$ cat config.mk
export PLATFORM = sky130hd
export DESIGN_NAME = burst_xbar_scheduler_flat
export DESIGN_NICKNAME = d
export VERILOG_FILES = /design/src/rtl/burst_xbar_scheduler_pkg.sv /design/src/rtl/burst_xbar_scheduler_if.sv /design/src/rtl/burst_xbar_scheduler_port_sched.sv /design/src/rtl/burst_xbar_scheduler.sv /design/src/flat_wrapper.sv
export SDC_FILE = /design/constraint.sdc
export NUM_CORES = 1
export LEC_CHECK = 0
export CORE_MARGIN = 1.5
export CORE_UTILIZATION = 30
export CTS_CLUSTER_DIAMETER = 80
export DETAILED_ROUTE_END_ITERATION = 12
export PLACE_DENSITY = 0.53
export SYNTH_ARGS = -nofsm -noshare
export SYNTH_HDL_FRONTEND = slang
export SYNTH_HIERARCHICAL = 1
export SYNTH_SLANG_ARGS = --single-unit
$ cat constraint.sdc
create_clock -name clk -period 4.3 [get_ports clk]
set_input_delay 0.86 -clock clk [delete_from_list [all_inputs] [get_ports clk]]
set_output_delay 0.86 -clock clk [all_outputs]
set_load 0.02 [all_outputs]
$ cat src/rtl/burst_xbar_scheduler_pkg.sv
// Shared types and helpers for the burst crossbar scheduler.
// Holds the per-port FSM state encoding and the round-robin pointer wrap.
package burst_sched_pkg;

    typedef enum logic {
        IDLE = 1'b0,
        BUSY = 1'b1
    } sched_state_t;

    // Next round-robin start position after granting ptr; wraps at n.
    function automatic int rr_next(input int ptr, input int n);
        return (ptr >= n - 1) ? 0 : ptr + 1;
    endfunction

endpackage

$ cat src/rtl/burst_xbar_scheduler_if.sv
// Request and output-port bundle of the burst crossbar scheduler.
// master drives requests and downstream ready; slave is the scheduler.
interface burst_xbar_scheduler_if #(
    parameter int N_IN      = 8,
    parameter int N_OUT     = 8,
    parameter int MAX_BURST = 16
);
    localparam int IW = $clog2(N_IN);
    localparam int OW = $clog2(N_OUT);
    localparam int LW = $clog2(MAX_BURST);

    logic [N_IN-1:0]            in_valid;
    logic [N_IN-1:0]            in_ready;
    logic [N_IN-1:0][OW-1:0]    in_port;
    logic [N_IN-1:0][LW-1:0]    in_len_m1;
    logic [N_IN-1:0]            in_done;
    logic [N_OUT-1:0]           out_valid;
    logic [N_OUT-1:0]           out_ready;
    logic [N_OUT-1:0]           out_last;
    logic [N_OUT-1:0][IW-1:0]   out_src_id;
    logic [N_OUT-1:0][N_IN-1:0] out_sel;

    modport master (
        output in_valid, in_port, in_len_m1, out_ready,
        input  in_ready, in_done, out_valid, out_last,
        input  out_src_id, out_sel
    );

    modport slave (
        input  in_valid, in_port, in_len_m1, out_ready,
        output in_ready, in_done, out_valid, out_last,
        output out_src_id, out_sel
    );

endinterface

$ cat src/rtl/burst_xbar_scheduler_port_sched.sv
// One output port: round-robin pick among eligible requesters, then
// hold the port for the whole burst and count beats until the last one.
module burst_port_sched
    import burst_sched_pkg::*;
#(
    parameter int  N_IN      = 8,
    parameter int  MAX_BURST = 16,
    localparam int IW        = $clog2(N_IN),
    localparam int LW        = $clog2(MAX_BURST)
) (
    input  logic                     clk,
    input  logic                     rst,
    input  logic [N_IN-1:0]          elig,
    input  logic [N_IN-1:0][LW-1:0]  len_m1,
    input  logic                     out_ready,
    output logic                     out_valid,
    output logic                     out_last,
    output logic [IW-1:0]            out_src_id,
    output logic [N_IN-1:0]          out_sel,
    output logic [N_IN-1:0]          fin
);

    sched_state_t    state_q, state_d;
    logic [IW-1:0]   ptr_q, ptr_d;
    logic [LW-1:0]   cnt_q, cnt_d;
    logic [LW-1:0]   len_q, len_d;
    logic            last_q, last_d;
    logic [IW-1:0]   src_q, src_d;
    logic [N_IN-1:0] sel_q, sel_d;

    logic            found;
    logic [IW-1:0]   win;
    logic            beat;
    int              idx;

    // Round-robin search starting at the priority pointer.
    always_comb begin
        found = 1'b0;
        win   = '0;
        idx   = 0;
        for (int k = 0; k < N_IN; k++) begin
            idx = int'(ptr_q) + k;
            if (idx >= N_IN) idx = idx - N_IN;
            if (!found && elig[IW'(idx)]) begin
                found = 1'b1;
                win   = IW'(idx);
            end
        end
    end

    assign beat = (state_q == BUSY) && out_ready;

    // Grant on IDLE, count beats on BUSY, release after the last one.
    always_comb begin
        state_d = state_q;
        ptr_d   = ptr_q;
        cnt_d   = cnt_q;
        len_d   = len_q;
        last_d  = last_q;
        src_d   = src_q;
        sel_d   = sel_q;
        unique case (state_q)
            IDLE: begin
                if (found) begin
                    state_d    = BUSY;
                    ptr_d      = IW'(rr_next(int'(win), N_IN));
                    cnt_d      = '0;
                    len_d      = len_m1[win];
                    last_d     = (len_m1[win] == '0);
                    src_d      = win;
                    sel_d      = '0;
                    sel_d[win] = 1'b1;
                end
            end
            BUSY: begin
                if (beat) begin
                    if (last_q) begin
                        state_d = IDLE;
                        cnt_d   = '0;
                        last_d  = 1'b0;
                        src_d   = '0;
                        sel_d   = '0;
                    end else begin
                        cnt_d  = cnt_q + LW'(1);
                        last_d = ((cnt_q + LW'(1)) == len_q);
                    end
                end
            end
            default: state_d = IDLE;
        endcase
    end

    // FSM and registered port outputs.
    always_ff @(posedge clk or posedge rst) begin
        if (rst) begin
            state_q <= IDLE;
            ptr_q   <= '0;
            cnt_q   <= '0;
            len_q   <= '0;
            last_q  <= 1'b0;
            src_q   <= '0;
            sel_q   <= '0;
        end else begin
            state_q <= state_d;
            ptr_q   <= ptr_d;
            cnt_q   <= cnt_d;
            len_q   <= len_d;
            last_q  <= last_d;
            src_q   <= src_d;
            sel_q   <= sel_d;
        end
    end

    assign out_valid  = (state_q == BUSY);
    assign out_last   = last_q;
    assign out_src_id = src_q;
    assign out_sel    = sel_q;
    assign fin        = (beat && last_q) ? sel_q : '0;

endmodule

$ cat src/rtl/burst_xbar_scheduler.sv
// Burst crossbar scheduler: one request slot per requester and an
// independent round-robin burst FSM per output port.
module burst_xbar_scheduler
    import burst_sched_pkg::*;
#(
    parameter int  N_IN      = 8,
    parameter int  N_OUT     = 8,
    parameter int  MAX_BURST = 16,
    localparam int IW        = $clog2(N_IN),
    localparam int OW        = $clog2(N_OUT),
    localparam int LW        = $clog2(MAX_BURST)
) (
    input  logic                   clk,
    input  logic                   rst,
    burst_xbar_scheduler_if.slave  bus
);

    logic [N_IN-1:0]            slot_valid_q, slot_valid_d;
    logic [N_IN-1:0][OW-1:0]    port_q, port_d;
    logic [N_IN-1:0][LW-1:0]    len_q, len_d;
    logic [N_IN-1:0]            fin_q, fin_d;
    logic [N_IN-1:0]            done_q, done_d;

    logic [N_IN-1:0]            accept;
    logic [N_IN-1:0]            owned;
    logic [N_IN-1:0][N_OUT-1:0] col;
    logic [N_OUT-1:0][N_IN-1:0] elig;
    logic [N_OUT-1:0][N_IN-1:0] sel_w;
    logic [N_OUT-1:0][N_IN-1:0] fin_w;
    logic [N_OUT-1:0]           valid_w;
    logic [N_OUT-1:0]           last_w;
    logic [N_OUT-1:0][IW-1:0]   src_w;

    // Slot capture/free; a finished burst frees its slot one edge later.
    always_comb begin
        accept       = bus.in_valid & ~slot_valid_q;
        slot_valid_d = (slot_valid_q & ~fin_q) | accept;
        port_d       = port_q;
        len_d        = len_q;
        for (int i = 0; i < N_IN; i++) begin
            if (accept[i]) begin
                port_d[i] = bus.in_port[i];
                len_d[i]  = bus.in_len_m1[i];
            end
        end
        fin_d = '0;
        for (int p = 0; p < N_OUT; p++) fin_d = fin_d | fin_w[p];
        done_d = fin_q;
    end

    // Per-port eligibility: pending, aimed here, not owned, not finishing.
    always_comb begin
        col   = '0;
        owned = '0;
        elig  = '0;
        for (int i = 0; i < N_IN; i++) begin
            for (int p = 0; p < N_OUT; p++) col[i][p] = sel_w[p][i];
            owned[i] = |col[i];
        end
        for (int p = 0; p < N_OUT; p++) begin
            for (int i = 0; i < N_IN; i++) begin
                elig[p][i] = slot_valid_q[i] && !owned[i] && !fin_q[i]
                          && (int'(port_q[i]) == p);
            end
        end
    end

    // Request slots and the delayed done pulse.
    always_ff @(posedge clk or posedge rst) begin
        if (rst) begin
            slot_valid_q <= '0;
            port_q       <= '0;
            len_q        <= '0;
            fin_q        <= '0;
            done_q       <= '0;
        end else begin
            slot_valid_q <= slot_valid_d;
            port_q       <= port_d;
            len_q        <= len_d;
            fin_q        <= fin_d;
            done_q       <= done_d;
        end
    end

    for (genvar p = 0; p < N_OUT; p++) begin : g_port
        burst_port_sched #(
            .N_IN      (N_IN),
            .MAX_BURST (MAX_BURST)
        ) u_sched (
            .clk        (clk),
            .rst        (rst),
            .elig       (elig[p]),
            .len_m1     (len_q),
            .out_ready  (bus.out_ready[p]),
            .out_valid  (valid_w[p]),
            .out_last   (last_w[p]),
            .out_src_id (src_w[p]),
            .out_sel    (sel_w[p]),
            .fin        (fin_w[p])
        );

        a_sel_onehot: assert property (@(posedge clk) disable iff (rst)
            $onehot0(bus.out_sel[p]));
        a_sel_valid: assert property (@(posedge clk) disable iff (rst)
            ((|bus.out_sel[p]) == bus.out_valid[p]));
    end

    for (genvar i = 0; i < N_IN; i++) begin : g_req
        a_port_legal: assert property (@(posedge clk) disable iff (rst)
            bus.in_valid[i] |-> (int'(bus.in_port[i]) < N_OUT));
        a_one_owner: assert property (@(posedge clk) disable iff (rst)
            $onehot0(col[i]));
        // done is raised on the same edge that frees the slot
        a_done_slot: assert property (@(posedge clk) disable iff (rst)
            bus.in_done[i] |-> $past(slot_valid_q[i]));
    end

    assign bus.in_ready   = ~slot_valid_q;
    assign bus.in_done    = done_q;
    assign bus.out_valid  = valid_w;
    assign bus.out_last   = last_w;
    assign bus.out_src_id = src_w;
    assign bus.out_sel    = sel_w;

endmodule

$ cat src/flat_wrapper.sv
// flat-port wrapper written by rule: the top's interface ports become plain ports
module burst_xbar_scheduler_flat import burst_sched_pkg::*;
#(
    parameter int  N_IN      = 8,
    parameter int  N_OUT     = 8,
    parameter int  MAX_BURST = 16,
    localparam int IW        = $clog2(N_IN),
    localparam int OW        = $clog2(N_OUT),
    localparam int LW        = $clog2(MAX_BURST)
)
  (clk, rst, bus_in_valid, bus_in_port, bus_in_len_m1, bus_out_ready, bus_in_ready, bus_in_done, bus_out_valid, bus_out_last, bus_out_src_id, bus_out_sel);
  burst_xbar_scheduler_if #(.N_IN(N_IN), .N_OUT(N_OUT), .MAX_BURST(MAX_BURST)) bus_i ();
  input  logic clk;
  input  logic rst;
  input wire logic [$bits(bus_i.in_valid)-1:0] bus_in_valid;
  input wire logic [$bits(bus_i.in_port)-1:0] bus_in_port;
  input wire logic [$bits(bus_i.in_len_m1)-1:0] bus_in_len_m1;
  input wire logic [$bits(bus_i.out_ready)-1:0] bus_out_ready;
  output wire logic [$bits(bus_i.in_ready)-1:0] bus_in_ready;
  output wire logic [$bits(bus_i.in_done)-1:0] bus_in_done;
  output wire logic [$bits(bus_i.out_valid)-1:0] bus_out_valid;
  output wire logic [$bits(bus_i.out_last)-1:0] bus_out_last;
  output wire logic [$bits(bus_i.out_src_id)-1:0] bus_out_src_id;
  output wire logic [$bits(bus_i.out_sel)-1:0] bus_out_sel;
  assign bus_i.in_valid = bus_in_valid;
  assign bus_i.in_port = bus_in_port;
  assign bus_i.in_len_m1 = bus_in_len_m1;
  assign bus_i.out_ready = bus_out_ready;
  assign bus_in_ready = bus_i.in_ready;
  assign bus_in_done = bus_i.in_done;
  assign bus_out_valid = bus_i.out_valid;
  assign bus_out_last = bus_i.out_last;
  assign bus_out_src_id = bus_i.out_src_id;
  assign bus_out_sel = bus_i.out_sel;
  burst_xbar_scheduler #(.N_IN(N_IN), .N_OUT(N_OUT), .MAX_BURST(MAX_BURST)) u_core (.clk(clk), .rst(rst), .bus(bus_i));
endmodule
==> run metrics, run 1 <==
Initial Utilization=0.302; CTS Sinks=272; Hold Path Sink=u_core/bus.in_done[4]$_DFF_PP0_; Crit Path Category=reg -> reg; routed wire length=105000 um; placed cell areas=just under 30000 um^2; clk slew on worst S/H paths=0.06 ns; Worst Tran Pin Value=between 1 and 1.5 ns; Max Clock Freq=around 240 MHz; share of flip-flops with an asynchronous set or reset=1.00; commonest non-fill, non-tap cell in the layout=buf_4; grt ovf=0; Post-synth EDFFs=0; syn_nets=about 2600; Max Clock Skew=0.0355 ns; r2r startpoint=u_core/port_q[10]$_DFFE_PP0P_; Max transition margin=0.215; nets=approximately 3000; GRT Total Usage=0.242; drt drc=0; critical path data arrival time=~4.6 ns; die footprint=around 84000 um^2; hold wc startpoint=u_core/done_d[4]$_DFF_PP0_; Synth Flop Type=dfrtp_1; DRT antenna net count=0; Max Slew Vio Count=0; DIE HEIGHT=between 200 and 300 um; TritonCTS clock tree=built; clk buf depth=3; commonest cells after routing, fill and taps aside=buf_4 (329), dfrtp_1 (271), nand2_1 (264); clk_lat worst skew=between 0.5 and 0.6 ns; drt via density=approximately 6; post-DP HPWL=around 80000 um; Layout Area Growth over Synthesis=26.5%; Yosys top cell area share=0.275; endpoints failing setup=0; Max FO, Critical Path=9; WHS Path Cells=0; vias in the first global route=between 20000 and 25000; antenna violations before repair=6; I/O Pins=between 150 and 200; GPL Wtd Cong=0.960; largest area contributor in the netlist=dfrtp_1; R2R depth=13; row count=roughly 110; drt pass-1 iters=8; min Tclk post-route=4.20 ns; Iteration-0 DRC Markers=between 2000 and 2500; reg2reg setup slack=slightly above 0.1 ns; synth top area cells=dfrtp_1 (27%), mux2i_1 (9.4%), mux4_2 (7.3%); Yosys reg bits=about 270; Setup crit start kind=flop; final instance area=~31000 um^2; RSZ-0062 raised after global routing=yes; htree depth=2; Yosys cell types=65; CTS buffer count=38; Ys Warns=6; RR Endpoint=u_core/g_port[2].u_sched/len_q[2]$_DFFE_PP0P_; Mapped Cells=between 2000 and 2500; sequential area share after synthesis=0.275; via count=between 20000 and 25000; first-pass GRT wire length=approximately 150000 um; status=finished clean; endpoints failing hold=0; Max-Cap Viols=0; share of layout cells above drive strength 1=0.277; Critical Path Source=u_core/port_q[10]$_DFFE_PP0P_; Hold Crit Class=reg -> reg; Die W=just under 300 um; worst path required time=4.73 ns; critical path endpoint category=flop; post-route clock period utilization=0.976; average wire per standard cell=about 26 um; Syn Std Cell Area=about 25000 um^2; input/output buffers=between 150 and 200; Root Driver=clkbuf_16; Syn Area/Cell=slightly below 10 um^2; Core Util, Final=0.383; pin count of the biggest net entering global routing=48; Core Region=81800 um^2
## sequential cells by signal, indices dropped and copies added, names as in the netlist
signal / cells
u_core/bus.in_done: 8
u_core/len_q: 32
u_core/g_port.u_sched/out_src_id: 24
u_core/done_d: 8
u_core/g_port.u_sched/ptr_q: 24
u_core/g_port.u_sched/cnt_q: 32
u_core/port_q: 24
u_core/g_port.u_sched/out_valid: 8
u_core/g_port.u_sched/out_sel: 64
u_core/slot_valid_q: 8
u_core/g_port.u_sched/len_q: 32
u_core/g_port.u_sched/out_last: 8
## through the flow
step	hold WS [ns]	setup TNS, ns	cells	setup slack [ns]
5_1_grt	0.389	-0.0103	4013	-0.00660
6_report	0.373	0	4016	0.104
2_1_floorplan	0.346	0	2489	0.385
3_3_place_gp	0.356	-0.335	3924	-0.0977
3_5_place_dp	0.359	-0.594	3924	-0.145
4_1_cts	0.371	0	3993	0.0347
## cells by family (layout without fill, tap and decap cells)
family,count (synthesis),in the layout,synth area share
AND/OR/NAND/NOR,936,936,0.216
AO/OA/AOI/OAI,488,488,0.152
multiplexers,464,464,0.258
flip-flops,272,272,0.275
buffers and inverters,217,671,0.0491
XOR/XNOR,72,72,0.0303
adder cells (fa/ha/maj),40,40,0.0202
other,0,3,0
## how the worst max path moves through the flow
| stage | end | slack (ns) | cells past startpoint |
|---|---|---|---|
| floorplan | u_core/g_port[0].u_sched/len_q[2]$_DFFE_PP0P_ | 0.38 | 14 |
| global placement | u_core/g_port[2].u_sched/out_last$_DFFE_PP0P_ | -0.1 | 13 |
| detailed placement | u_core/g_port[4].u_sched/len_q[2]$_DFFE_PP0P_ | -0.15 | 12 |
| CTS | u_core/g_port[2].u_sched/out_last$_DFFE_PP0P_ | 0.03 | 12 |
| global route | u_core/g_port[5].u_sched/len_q[2]$_DFFE_PP0P_ | -0.007 | 13 |
| finish | u_core/g_port[2].u_sched/len_q[2]$_DFFE_PP0P_ | 0.10 | 13 |
## what timing repair did
action / in CTS / in global routing
endpoints found under the setup margin: 11 / 61
hold buffers: 0 / 0
gates resized for setup: 7 / 48
pin swaps: 0 / 20
gates cloned: 0 / 0
buffers inserted: 0 / 20
## area by class of cell
class | instances | area, um^2
fill | 8118 | 50500
multi-input combinational | 2000 | 17100
sequential | 272 | 6810
timing repair buffer | 529 | 4530
tap | 1070 | 1340
clock buffer | 50 | 1080
inverter | 73 | 287
clock inverter | 19 | 178
antenna | 3 | 7.51
## worst max-delay path, stage by stage (launching register included)
cell and delay, ns:
dfrtp_1 0.56, or3b_2 0.52, nor4_4 0.42, mux2i_1 0.17
mux4_2 0.54, a32oi_4 0.33, a211oi_1 0.10, a21o_1 0.23
buf_4 0.16, mux2_4 0.29, a221oi_2 0.26, a21oi_1 0.07
a2bb2oi_1 0.15, mux2_2 0.27
## per-layer routing
metal | wire length [um] | vias up | track usage
li1 | - | 10400 | -
met1 | 45500 | 11800 | 0.332
met2 | 45800 | 1146 | 0.369
met3 | 9280 | 224 | 0.0560
met4 | 4280 | 0 | 0.0900
met5 | 0 | - | 0
## cells in the mapped netlist (16+ instances only)
master and count:
nor3_1 16, mux2i_1 232, mux2i_4 24, mux4_2 80
nor2b_1 40, inv_1 57, a21oi_1 24, mux2_2 96
o211ai_1 24, ha_1 40, xnor2_1 48, nor4_1 16
o21ai_1 16, a22o_1 48, nand3b_1 32, dfrtp_1 272
o31ai_1 56, or3_1 24, nor2_1 120, o21ai_0 104
a31oi_1 16, nand2_1 264, clkbuf_1 48, mux4_1 16
nand3_1 144, o41ai_1 24, and2_1 80, a221o_1 16
buf_6 40, buf_2 48, o2111ai_1 16, a211oi_1 16
or3b_2 24, nor4_2 64, and3_1 24, a221oi_2 16
nand2b_1 40
Power of run 1 is not shown: default switching activity piles up to over one toggle a cycle in this logic, so the estimate is an artifact.
==> run 2: changes to the inputs <==
--- a/config.mk
+++ b/config.mk
@@ -5,11 +5,11 @@
 export SDC_FILE = /design/constraint.sdc
 export NUM_CORES = 1
 export LEC_CHECK = 0
-export CORE_MARGIN = 1.5
-export CORE_UTILIZATION = 30
+export CORE_MARGIN = 5
+export CORE_UTILIZATION = 50
 export CTS_CLUSTER_DIAMETER = 80
 export DETAILED_ROUTE_END_ITERATION = 12
-export PLACE_DENSITY = 0.53
+export PLACE_DENSITY = 0.76
 export SYNTH_ARGS = -nofsm -noshare
 export SYNTH_HDL_FRONTEND = slang
 export SYNTH_HIERARCHICAL = 1
==> run metrics, run 2 (same netlist as run 1, synthesis figures left out) <==
fin cells=between 3000 and 4000; Core Util, Final=0.625; Layout Area Growth over Synthesis=23.6%; drt via density=roughly 6.6; Max Clock Freq=~230 MHz; Initial Utilization=0.506; CTS Sinks=between 200 and 300; WL met3=approximately 11000 um; Crit Path Category=reg -> reg; Worst Tran Pin Value=roughly 1.4 ns; clk_lat worst skew=a little under 0.6 ns; TritonCTS clock tree=built; Max transition margin=0.0507; first-pass GRT wire length=roughly 140000 um; pin count of the biggest net entering global routing=71; die footprint=54100 um^2; row count=81; Placed Cells=approximately 3500; drt drc=0; Core Region=between 40000 and 50000 um^2; status=finished clean; share of layout cells above drive strength 1=0.267; critical path endpoint category=flop; GRT Total Usage=0.343; Max FO, Critical Path=12; uppermost layer routed=met5; antenna violations before repair=1; endpoints failing setup=0; I/O Pins=around 190; RSZ-0062 raised after global routing=yes; Max Slew Vio Count=0; Hold Crit Class=reg -> reg; met1 wire length=approximately 38000 um; htree depth=2; endpoints failing hold=0; WL met2=a little over 40000 um; Max Clock Skew=~0.039 ns; input/output buffers=~190; critical path data arrival time=around 4.8 ns; Max-Cap Viols=0; commonest non-fill, non-tap cell in the layout=buf_4; Iteration-0 DRC Markers=2802; clk slew on worst S/H paths=around 0.060 ns; GPL Wtd Cong=between 1 and 1.5; nets=between 2000 and 3000; CTS buffer count=36; vias in the first global route=approximately 23000; drt pass-1 iters=6; Root Driver=clkbuf_16; Setup crit start kind=flop; DRT antenna net count=0; DIE HEIGHT=between 200 and 250 um; worst path required time=4.78 ns; max reg flops=64; clk buf depth=3; via count=roughly 24000; post-DP HPWL=71100 um; commonest cells after routing, fill and taps aside=buf_4 (292), dfrtp_1 (272), nand2_1 (264); min Tclk post-route=around 4.3 ns; Die W=233 um; average wire per standard cell=around 27 um; grt ovf=0; post-route clock period utilization=0.994; routed wire length=between 90000 and 100000 um
run 2: changes by cell type in the layout (fill, tap and decap cells not counted), moves of 3 or more:
cell,before,now
buf_4,329,292
bufinv_16,2,5
clkbuf_16,39,36
mux2i_1,229,232
mux2i_2,3,0
nor4_2,39,35
nor4_4,25,29
run 2: repair_timing:
| action | in CTS | in global routing |
|---|---|---|
| endpoints found under the setup margin | 15 | 75 |
| buffers inserted | 0 | 14 |
| pin swaps | 0 | 21 |
| resized for setup | 10 | 47 |
| hold buffers | 0 | 0 |
run 2: worst paths after layout:
kind                                                                 start                                       endpoint  slack, ns  cells after the start
hold / removal                                  u_core/done_d[0]$_DFF_PP0_                u_core/bus.in_done[0]$_DFF_PP0_       0.37                      0
max in group asynchronous                                              rst  u_core/g_port[7].u_sched/cnt_q[0]$_DFFE_PP0P_       2.17                      2
hold reg to reg                                 u_core/done_d[0]$_DFF_PP0_                u_core/bus.in_done[0]$_DFF_PP0_       0.37                      0
setup reg to reg           u_core/g_port[0].u_sched/out_sel[4]$_DFFE_PP0P_  u_core/g_port[6].u_sched/out_last$_DFFE_PP0P_       0.03                     13
setup / recovery           u_core/g_port[0].u_sched/out_sel[4]$_DFFE_PP0P_  u_core/g_port[6].u_sched/out_last$_DFFE_PP0P_       0.03                     13
min in group asynchronous                                              rst                     u_core/done_d[5]$_DFF_PP0_       1.11                      2
run 2: cell type report:
type	count	area, um^2
fill	3973	18300
multi-input combinational	2000	17100
sequential	272	6810
timing repair buffer	494	4290
clock buffer	47	1000
tap	664	831
inverter	73	285
clock inverter	18	264
antenna	3	7.51
run 2: stage by stage:
| stage | cell area, um^2 | TNS (ns) | setup slack [ns] | hold WS [ns] |
|---|---|---|---|---|
| global route | 30600 | -0.0817 | -0.0314 | 0.383 |
| finish | 30600 | 0 | 0.0271 | 0.366 |
| floorplan | 24800 | 0 | 0.385 | 0.346 |
| global placement | 28800 | 0 | 0.0345 | 0.348 |
| CTS | 30200 | 0 | 0.00692 | 0.366 |
| detailed placement | 28800 | -0.304 | -0.0809 | 0.353 |
run 2: critical path: stages, from the launching register on:
cell	delay, ns
dfrtp_1	0.39
or4_1	0.54
buf_4	0.22
nor4_4	0.39
mux2i_1	0.20
mux4_2	0.53
a32o_1	0.32
o2111ai_1	0.10
a21o_1	0.26
nand2_4	0.15
or3_1	0.34
a311oi_1	0.36
nand3_1	0.12
o31ai_1	0.26
run 2: layer usage:
metal / vias up / global-route usage
met5: - / 0
met3: 333 / 0.0885
met4: 2 / 0.184
met1: 11700 / 0.463
li1: 10300 / -
met2: 1321 / 0.509
Power of run 2 is left out for the same reason.
